## config.mk

```make
export PLATFORM = sky130hd
export DESIGN_NAME = alu_entry_seq_flat
export DESIGN_NICKNAME = d
export VERILOG_FILES = /design/src/rtl/alu_entry_seq_if.sv /design/src/rtl/alu_entry_seq.sv /design/src/flat_wrapper.sv
export SDC_FILE = /design/constraint.sdc
export NUM_CORES = 1
export LEC_CHECK = 0
export ABC_CLOCK_PERIOD_IN_PS = 4000
export CORE_AREA = 10 10 81 83
export CTS_CLUSTER_SIZE = 20
export DETAILED_ROUTE_END_ITERATION = 8
export DIE_AREA = 0 0 91 93
export PLACE_DENSITY_LB_ADDON = 0.3
export SLEW_MARGIN = 10
export SYNTH_ARGS = -nofsm -noshare
export SYNTH_HDL_FRONTEND = slang
export SYNTH_SLANG_ARGS = --single-unit
```

## constraint.sdc

```tcl
create_clock -name clk -period 4 [get_ports clk]
set_input_delay 0.8 -clock clk [delete_from_list [all_inputs] [get_ports clk]]
set_output_delay 0.8 -clock clk [all_outputs]
set_load 0.05 [all_outputs]
```

## src/rtl/alu_entry_seq_if.sv

```systemverilog
// alu_entry_seq_if: switch/button inputs and result outputs of the
// operand-entry sequencer, bundled for the display-side connection.
interface alu_entry_seq_if;
    logic [5:0] sw_in;
    logic [1:0] op_sel;
    logic       enter_btn;
    logic       clear_btn;
    logic [5:0] result;
    logic       neg;
    logic       ovf;
    logic       valid;
    logic [1:0] state_led;

    modport master (
        output sw_in, op_sel, enter_btn, clear_btn,
        input  result, neg, ovf, valid, state_led
    );

    modport slave (
        input  sw_in, op_sel, enter_btn, clear_btn,
        output result, neg, ovf, valid, state_led
    );
endinterface

```

## src/rtl/alu_entry_seq.sv

```systemverilog
// alu_entry_seq: two-operand entry FSM with a 6-bit signed ALU.
// Button debounce is compiled in by defining ALU_DEBOUNCE_EN.
module alu_entry_seq #(
    parameter int DEBOUNCE_CYCLES = 16
) (
    input  logic           clk,
    input  logic           rst_n,
    alu_entry_seq_if.slave bus
);
    localparam logic [1:0] S_LOAD_A = 2'b00;
    localparam logic [1:0] S_LOAD_B = 2'b01;
    localparam logic [1:0] S_SHOW   = 2'b10;

    if (DEBOUNCE_CYCLES < 1) begin : g_param_chk
        $error("DEBOUNCE_CYCLES must be at least 1");
    end

    logic [5:0] sw_s1, sw_s2;
    logic [1:0] op_s1, op_s2;
    logic [1:0] btn_s1, btn_s2;
    logic [1:0] btn_lvl, btn_prev, press;
    logic       enter_p, clear_p;

    logic [1:0] state_q, state_d;
    logic [5:0] a_q, a_d, b_q, b_d, res_q, res_d;
    logic       ovf_q, ovf_d;
    logic [5:0] alu_res, sum, diff;
    logic       alu_ovf;

    // Two-flop synchronizers; bit 0 is enter, bit 1 is clear.
    always_ff @(posedge clk or negedge rst_n) begin
        if (!rst_n) begin
            sw_s1  <= '0;
            sw_s2  <= '0;
            op_s1  <= '0;
            op_s2  <= '0;
            btn_s1 <= '0;
            btn_s2 <= '0;
        end else begin
            sw_s1  <= bus.sw_in;
            sw_s2  <= sw_s1;
            op_s1  <= bus.op_sel;
            op_s2  <= op_s1;
            btn_s1 <= {bus.clear_btn, bus.enter_btn};
            btn_s2 <= btn_s1;
        end
    end

`ifdef ALU_DEBOUNCE_EN
    localparam int CW = $clog2(DEBOUNCE_CYCLES + 1);
    logic [1:0][CW-1:0] db_cnt;
    logic [1:0]         db_lvl;

    // Accept a new level only after it persists for DEBOUNCE_CYCLES.
    always_ff @(posedge clk or negedge rst_n) begin
        if (!rst_n) begin
            db_cnt <= '0;
            db_lvl <= '0;
        end else begin
            for (int i = 0; i < 2; i++) begin
                if (btn_s2[i] == db_lvl[i]) begin
                    db_cnt[i] <= '0;
                end else if (db_cnt[i] == CW'(DEBOUNCE_CYCLES - 1)) begin
                    db_cnt[i] <= '0;
                    db_lvl[i] <= btn_s2[i];
                end else begin
                    db_cnt[i] <= db_cnt[i] + 1'b1;
                end
            end
        end
    end

    assign btn_lvl = db_lvl;
`else
    assign btn_lvl = btn_s2;
`endif

    // Registered one-cycle press pulse on each rising accepted level.
    always_ff @(posedge clk or negedge rst_n) begin
        if (!rst_n) begin
            btn_prev <= '0;
            press    <= '0;
        end else begin
            btn_prev <= btn_lvl;
            press    <= btn_lvl & ~btn_prev;
        end
    end

    assign enter_p = press[0];
    assign clear_p = press[1];

    // FSM state register.
    always_ff @(posedge clk or negedge rst_n) begin
        if (!rst_n) begin
            state_q <= S_LOAD_A;
        end else begin
            state_q <= state_d;
        end
    end

    // Next state; clear overrides a same-cycle enter.
    always_comb begin
        state_d = state_q;
        if (clear_p) begin
            state_d = S_LOAD_A;
        end else begin
            case (state_q)
                S_LOAD_A: if (enter_p) state_d = S_LOAD_B;
                S_LOAD_B: if (enter_p) state_d = S_SHOW;
                S_SHOW:   if (enter_p) state_d = S_LOAD_B;
                default:  state_d = S_LOAD_A;
            endcase
        end
    end

    // FSM outputs derived from the state register only.
    always_comb begin
        bus.valid     = (state_q == S_SHOW);
        bus.state_led = state_q;
    end

    // B operand captures the switches on the computing press.
    always_comb begin
        b_d = b_q;
        if (clear_p || state_q == 2'b11) begin
            b_d = '0;
        end else if (state_q == S_LOAD_B && enter_p) begin
            b_d = sw_s2;
        end
    end

    // Six-bit modulo arithmetic with signed overflow flag.
    always_comb begin
        sum     = a_q + b_d;
        diff    = a_q - b_d;
        alu_res = '0;
        alu_ovf = 1'b0;
        unique case (1'b1)
            op_s2 == 2'b00: begin
                alu_res = sum;
                alu_ovf = (a_q[5] == b_d[5]) && (sum[5] != a_q[5]);
            end
            op_s2 == 2'b01: begin
                alu_res = diff;
                alu_ovf = (a_q[5] != b_d[5]) && (diff[5] != a_q[5]);
            end
            op_s2 == 2'b10: alu_res = a_q & b_d;
            op_s2 == 2'b11: alu_res = a_q | b_d;
        endcase
    end

    // Operand A, result and overflow next values per state.
    always_comb begin
        a_d   = a_q;
        res_d = res_q;
        ovf_d = ovf_q;
        if (clear_p) begin
            a_d   = '0;
            res_d = '0;
            ovf_d = 1'b0;
        end else begin
            case (state_q)
                S_LOAD_A: begin
                    res_d = sw_s2;
                    if (enter_p) a_d = sw_s2;
                end
                S_LOAD_B: begin
                    res_d = sw_s2;
                    if (enter_p) begin
                        res_d = alu_res;
                        ovf_d = alu_ovf;
                    end
                end
                S_SHOW: begin
                    if (enter_p) a_d = res_q;
                end
                default: begin
                    a_d   = '0;
                    res_d = '0;
                    ovf_d = 1'b0;
                end
            endcase
        end
    end

    // Datapath registers.
    always_ff @(posedge clk or negedge rst_n) begin
        if (!rst_n) begin
            a_q   <= '0;
            b_q   <= '0;
            res_q <= '0;
            ovf_q <= 1'b0;
        end else begin
            a_q   <= a_d;
            b_q   <= b_d;
            res_q <= res_d;
            ovf_q <= ovf_d;
        end
    end

    assign bus.result = res_q;
    assign bus.neg    = res_q[5];
    assign bus.ovf    = ovf_q;
endmodule

```

## src/flat_wrapper.sv

```systemverilog
// flat-port wrapper written by rule: the top's interface ports become plain ports
module alu_entry_seq_flat 
#(
    parameter int DEBOUNCE_CYCLES = 16
)
  (clk, rst_n, bus_sw_in, bus_op_sel, bus_enter_btn, bus_clear_btn, bus_result, bus_neg, bus_ovf, bus_valid, bus_state_led);
  alu_entry_seq_if bus_i ();
  input  logic clk;
  input  logic rst_n;
  input wire logic [$bits(bus_i.sw_in)-1:0] bus_sw_in;
  input wire logic [$bits(bus_i.op_sel)-1:0] bus_op_sel;
  input wire logic [$bits(bus_i.enter_btn)-1:0] bus_enter_btn;
  input wire logic [$bits(bus_i.clear_btn)-1:0] bus_clear_btn;
  output wire logic [$bits(bus_i.result)-1:0] bus_result;
  output wire logic [$bits(bus_i.neg)-1:0] bus_neg;
  output wire logic [$bits(bus_i.ovf)-1:0] bus_ovf;
  output wire logic [$bits(bus_i.valid)-1:0] bus_valid;
  output wire logic [$bits(bus_i.state_led)-1:0] bus_state_led;
  assign bus_i.sw_in = bus_sw_in;
  assign bus_i.op_sel = bus_op_sel;
  assign bus_i.enter_btn = bus_enter_btn;
  assign bus_i.clear_btn = bus_clear_btn;
  assign bus_result = bus_i.result;
  assign bus_neg = bus_i.neg;
  assign bus_ovf = bus_i.ovf;
  assign bus_valid = bus_i.valid;
  assign bus_state_led = bus_i.state_led;
  alu_entry_seq #(.DEBOUNCE_CYCLES(DEBOUNCE_CYCLES)) u_core (.clk(clk), .rst_n(rst_n), .bus(bus_i));
endmodule
```

== Word level (Yosys, flattened, before mapping) ==
Cells that the tools add are included.

* Register bits after elaboration: 45
* Word-level logic and storage cells: 64

* Add/sub/neg operators: 2
* Equality and inequality tests: 17
* Muxes and demuxes: 18
* Bitwise logic cells: 4
* Reductions and logical operators: 10

{| class="wikitable"
|+ Operator list
! cell !! number
|-
| $mux W6 || 7
|-
| $pmux W6 S3 || 2
|-
| $pmux W6 S4 || 1
|-
| $ne A3 B1 Y1 const B || 4
|-
| $eq A2 B2 Y1 const B || 4
|-
| $add A6 B6 Y6 || 1
|-
| $and A6 B6 Y6 || 1
|-
| $mux W2 || 3
|-
| $ne A2 B1 Y1 const B || 3
|-
| $or A6 B6 Y6 || 1
|-
| $sub A6 B6 Y6 || 1
|-
| $eq A2 B1 Y1 const B || 2
|-
| $logic_not A2 Y1 || 2
|-
| $pmux W1 S2 || 2
|-
| $pmux W2 S2 || 1
|-
| $reduce_and A2 Y1 || 2
|-
| $logic_and A1 B1 Y1 || 3
|-
| $ne A1 B1 Y1 || 3
|-
| $reduce_and A3 Y1 || 1
|-
| $and A2 B2 Y2 || 1
|-
| $mux W1 || 2
|-
| $not A2 Y2 || 1
|-
| $reduce_or A2 Y1 || 1
|-
| $eq A1 B1 Y1 || 1
|-
| $logic_or A1 B1 Y1 || 1
|}

== Longest topological paths before layout ==
* Depth in word-level cells: 11
* Mapped depth: 13

== Worst setup path after synthesis ==
OpenSTA, ideal clock, no wires.

* Path type: reg-to-reg
* Start: register u_core.state_q[1] (netlist: u_core.bus.state_led[1])
* End: register u_core.res_q[4] (netlist: u_core.bus.result[4])
* Arrival time: 2.961 ns
* Slack: 0.957 ns
* Cell stages (with the launch flop): 13
* Period minus slack after synthesis: 3.043 ns
* Cells stage by stage: dfrtp_1 > buf_2 > o21ai_1 > nand2_1 > a21oi_1 > ha_1 > inv_1 > fa_1 > nor3b_1 > nor3_2 > xnor2_1 > mux4_2 > o22ai_2

* Cells in the longest elaborated chain, start to end: 9
* Elaborated cells on any way between the ends: 17

{| class="wikitable"
|+ RTL lines
! item !! RTL line !! source
|-
| start: declaration || alu_entry_seq.sv:24 || <nowiki>logic [1:0] state_q, state_d;</nowiki>
|-
| start signal: assignment || alu_entry_seq.sv:97 || <nowiki>state_q <= state_d;</nowiki>
|-
| $eq A2 B1 Y1 || alu_entry_seq.sv:127 || <nowiki>end else if (state_q == S_LOAD_B && enter_p) begin</nowiki>
|-
| $logic_and A1 B1 Y1 || alu_entry_seq.sv:127 ||
|-
| $mux W6 || alu_entry_seq.sv:127 ||
|-
| $mux W6 * || alu_entry_seq.sv:125 || <nowiki>if (clear_p || state_q == 2'b11) begin</nowiki>
|-
| net u_core.b_d[0] || alu_entry_seq.sv:25 || <nowiki>logic [5:0] a_q, a_d, b_q, b_d, res_q, res_d;</nowiki>
|-
| $sub A6 B6 Y6 / $add A6 B6 Y6 (equally long branches) || alu_entry_seq.sv:135, alu_entry_seq.sv:134 ||
|-
| $pmux W6 S4 * || alu_entry_seq.sv:138 || <nowiki>unique case (1'b1)</nowiki>
|-
| $mux W6 * || alu_entry_seq.sv:169 || <nowiki>if (enter_p) begin</nowiki>
|-
| $pmux W6 S3 * || alu_entry_seq.sv:162 || <nowiki>case (state_q)</nowiki>
|-
| $mux W6 * || alu_entry_seq.sv:157 || <nowiki>if (clear_p) begin</nowiki>
|-
| end signal: assignment || alu_entry_seq.sv:196 || <nowiki>res_q <= res_d;</nowiki>
|-
| end: declaration || alu_entry_seq.sv:25 ||
|}

The timed path passes the listed nets; every way through them passes the cells marked *.
A chain may end at the register's enable or synchronous reset.

== Final worst setup path ==
* Start: register u_core.state_q[1] (netlist: u_core.bus.state_led[1])
* End: output bus_valid

* Cells in the longest elaborated chain, start to end: 1

{| class="wikitable"
|+ RTL lines
! item !! RTL line !! source
|-
| $eq A2 B2 Y1 || alu_entry_seq.sv:118 || <nowiki>bus.valid = (state_q == S_SHOW);</nowiki>
|-
| end: declaration || flat_wrapper.sv:17 || <nowiki>output wire logic [$bits(bus_i.valid)-1:0] bus_valid;</nowiki>
|}

No other way between the ends.

==> results.sh <==
export IMPL_avgViaCountPerCell=5.55
export IMPL_postSynthAreaPerCell_um2=10.3
export IMPL_initial_core_util=0.486
export IMPL_power_frac_seq=0.420
export IMPL_drtAntennaViolNets=0
export IMPL_place_gp_congestion=0.851
export IMPL_critPathTopFamily="buffers and inverters"
export IMPL_critPathBufInv=2
export IMPL_swShare=0.333
export IMPL_area_delta_synth_final_pct=16.1
export IMPL_start_kind="register"
export IMPL_leakage_uw=0.00124
export IMPL_clkSinkCount=45
export IMPL_wl_um=5330
export IMPL_layout_common_cells="45 x dfrtp_1, 21 x clkdlybuf4s50_1, 20 x nand2_1"
export IMPL_hold_ws_ps=354
export IMPL_hold_buffers=0
export IMPL_coreArea_um2=5010
export IMPL_min_period_ps=3220
export IMPL_dr_pass1_iters=4
export IMPL_critPathMaxStageDelay_ps=900
export IMPL_vias=1821
export IMPL_yosysUniqueCellTypes=52
export IMPL_syn_nets=270
export IMPL_h_tree_depth=2
export IMPL_grt_total_usage=0.132
export IMPL_layout_drive_gt1_share=0.109
export IMPL_ys_flop_type="dfrtp_1"
export IMPL_yosys_area_top_type="dfrtp_1"
export IMPL_fin_tns_setup_ps=0
export IMPL_fin_nets=290
export IMPL_cts_buffers=5
export IMPL_async_reset_ff_frac=1.00
export IMPL_cts_buffer_depth=2
export IMPL_antenna_found_initial=0
export IMPL_synth_edff_count=0
export IMPL_fin_worst_skew_ps=16.3
export IMPL_cp_arrival_ps=2420
export IMPL_switchingPower_uw=430
export IMPL_rrSetupSlack_ps=890
export IMPL_first_global_vias=1788
export IMPL_ys_ff_latch=45
export IMPL_fmax_mhz=311
export IMPL_final_common_cell="dfrtp_1"
export IMPL_maxCapViolations=0
export IMPL_end_kind="primary output"
export IMPL_die_w_um=91
export IMPL_finish_utilization=0.565
export IMPL_detail_route_wl_per_cell_um=16.3
export IMPL_die_area_um2=8460
export IMPL_rsz0062_at_grt="no"
export IMPL_cp_cell_sequence="buf_4 > nor2b_1 > clkdlybuf4s50_1"
export IMPL_fin_crit_sh=0.805
export IMPL_grt_overflow_total=0
export IMPL_postCtsSetupBuffers=0
export IMPL_dp_hpwl_um=3990
export IMPL_die_h_um=93
export IMPL_p_comb_frac=0.302
export IMPL_grt_pass1_wl_um=9070
export IMPL_finalHoldViolCount=0
export IMPL_io_pin_count=23
export IMPL_outcome="finished, final reports clean"
export IMPL_num_rows=26
export IMPL_syn_inst=237
export IMPL_netlist_area_um2=2440
export IMPL_ctsResizeCount=0
export IMPL_insertedDiodeCount=0
export IMPL_clkPwrFrac=0.278
export IMPL_cts_tree="yes"
export IMPL_portBuffers=22
export IMPL_dp_cells=320
export IMPL_clkTransAtPathRegs_ps=80
export IMPL_slew_viol_final=0
export IMPL_clockRootBuffer="clkbuf_8"
export IMPL_intPower_uw=861
export IMPL_crit_fanout=11
export IMPL_seqCellArea_um2=1130
export IMPL_cp_data_required_time_ps=3200
export IMPL_fin_cells=328
export IMPL_cpMaxStageDelayCell="clkdlybuf4s50_1"
export IMPL_multi_input_area_um2=1170
export IMPL_synth_area_leaders="dfrtp_1 46%, ha_1 9.8%, a22oi_1 4.6%"
export IMPL_grt_max_degree=46
export IMPL_relSlewSlack=0.346
export IMPL_crit_type="register to primary output"
export IMPL_hold_path_class="register to register"
export IMPL_power_density_nw_per_um2=456
export IMPL_drt_initial_drc_count=121
export IMPL_setup_viol=0
export IMPL_yosysSeqAreaShare=0.462
export IMPL_fillers=448
export IMPL_ys_warn_count=0
export IMPL_drcViolationCount=0
export IMPL_synth_top_area_frac=0.462
export IMPL_worst_pin_slew_ps=982
export IMPL_peakVddDrop_uv=263
export IMPL_clock_latency_ps=300
==> path summary, 6_finish.rpt <==
kind                                         to  cells past startpoint                    start
setup reg to reg           u_core.bus.result[4]                     12          u_core.press[0]
min in group asynchronous  u_core.bus.result[4]                      1                    rst_n
hold reg to reg                 u_core.sw_s2[4]                      0          u_core.sw_s1[4]
hold / removal                  u_core.sw_s2[4]                      0          u_core.sw_s1[4]
max in group asynchronous         u_core.a_q[5]                      1                    rst_n
setup / recovery                      bus_valid                      3  u_core.bus.state_led[1]
==> layout make-up <==
cell class / instances / share of cell area
clock buffer: 6 / 0.0292
clock inverter: 2 / 0.0133
inverter: 20 / 0.0265
multi-input combinational: 159 / 0.415
sequential: 45 / 0.398
tap: 70 / 0.0310
timing repair buffer: 26 / 0.0867
==> stage by stage <==
| step | setup slack [ps] | total power, uW | cell area, um^2 |
|---|---|---|---|
| floorplan | 957 | 829 | 2440 |
| global placement | 1030 | 933 | 2710 |
| detailed placement | 912 | 939 | 2710 |
| CTS | 787 | 1300 | 2830 |
| global route | 618 | 1370 | 2830 |
| finish | 781 | 1290 | 2830 |
==> synthesized netlist by cell type (2+ instances only) <==
cell type	instances
dfrtp_1	45
nand2_1	20
ha_1	19
inv_1	18
nor2_1	17
a22oi_1	15
a21oi_1	13
o21ai_0	7
nand3_1	6
o22a_1	6
a21o_1	5
clkbuf_1	5
nor2b_1	5
a221oi_1	3
buf_1	3
buf_2	3
nor3_1	3
xnor2_1	3
a31oi_1	2
buf_4	2
fa_1	2
mux4_2	2
o211ai_1	2
or2_2	2
or3_1	2
==> registers in the layout, indices dropped and copies added (netlist names) <==
| name | count |
|---|---|
| u_core.op_s1 | 2 |
| u_core.press | 2 |
| u_core.bus.state_led | 2 |
| u_core.sw_s2 | 6 |
| u_core.bus.result | 6 |
| u_core.btn_lvl | 2 |
| u_core.a_q | 6 |
| u_core.op_s2 | 2 |
| u_core.btn_s1 | 2 |
| u_core.bus.ovf | 1 |
| u_core.sw_s1 | 6 |
| u_core.b_q | 6 |
| u_core.btn_prev | 2 |
==> power groups by stage <==
stage / registers, uW / logic, uW / clock network [uW]
final: 542 / 390 / 359
after global routing: 550 / 431 / 388
after CTS: 542 / 391 / 369
after detailed placement: 550 / 389 / 0
after global placement: 549 / 384 / 0
after floorplan: 579 / 250 / 0
==> cells by family (layout without fill, tap and decap cells) <==
kind of cell    count (synthesis)  in the layout  share of synthesized area
mux                             2              2                     0.0185
buf+inv                        33             54                     0.0555
simple gates                   64             64                      0.130
xor+xnor                        4              4                     0.0144
compound gates                 68             68                      0.205
flops                          45             45                      0.462
fa+ha+maj                      21             21                      0.114
==> worst register-to-register path: stages, from the launching register on <==
cell and delay, ps:
dfrtp_1 510, nand2_2 140, nor2_1 340, nand2_1 120, a21oi_1 290, ha_1 230, inv_1 50, fa_1 370
nor3b_1 160, nor3_2 130, xnor2_1 70, mux4_2 470, o22ai_2 160
==> per-layer routing <==
metal / up-vias / routed length [um] / global-route usage
met5: - / 0 / 0
met4: 0 / 63 / 0.0470
met3: 4 / 229 / 0.0240
met2: 50 / 2610 / 0.222
met1: 893 / 2430 / 0.166
li1: 874 / - / -
Note: power is estimated with default switching activity, not from simulation.
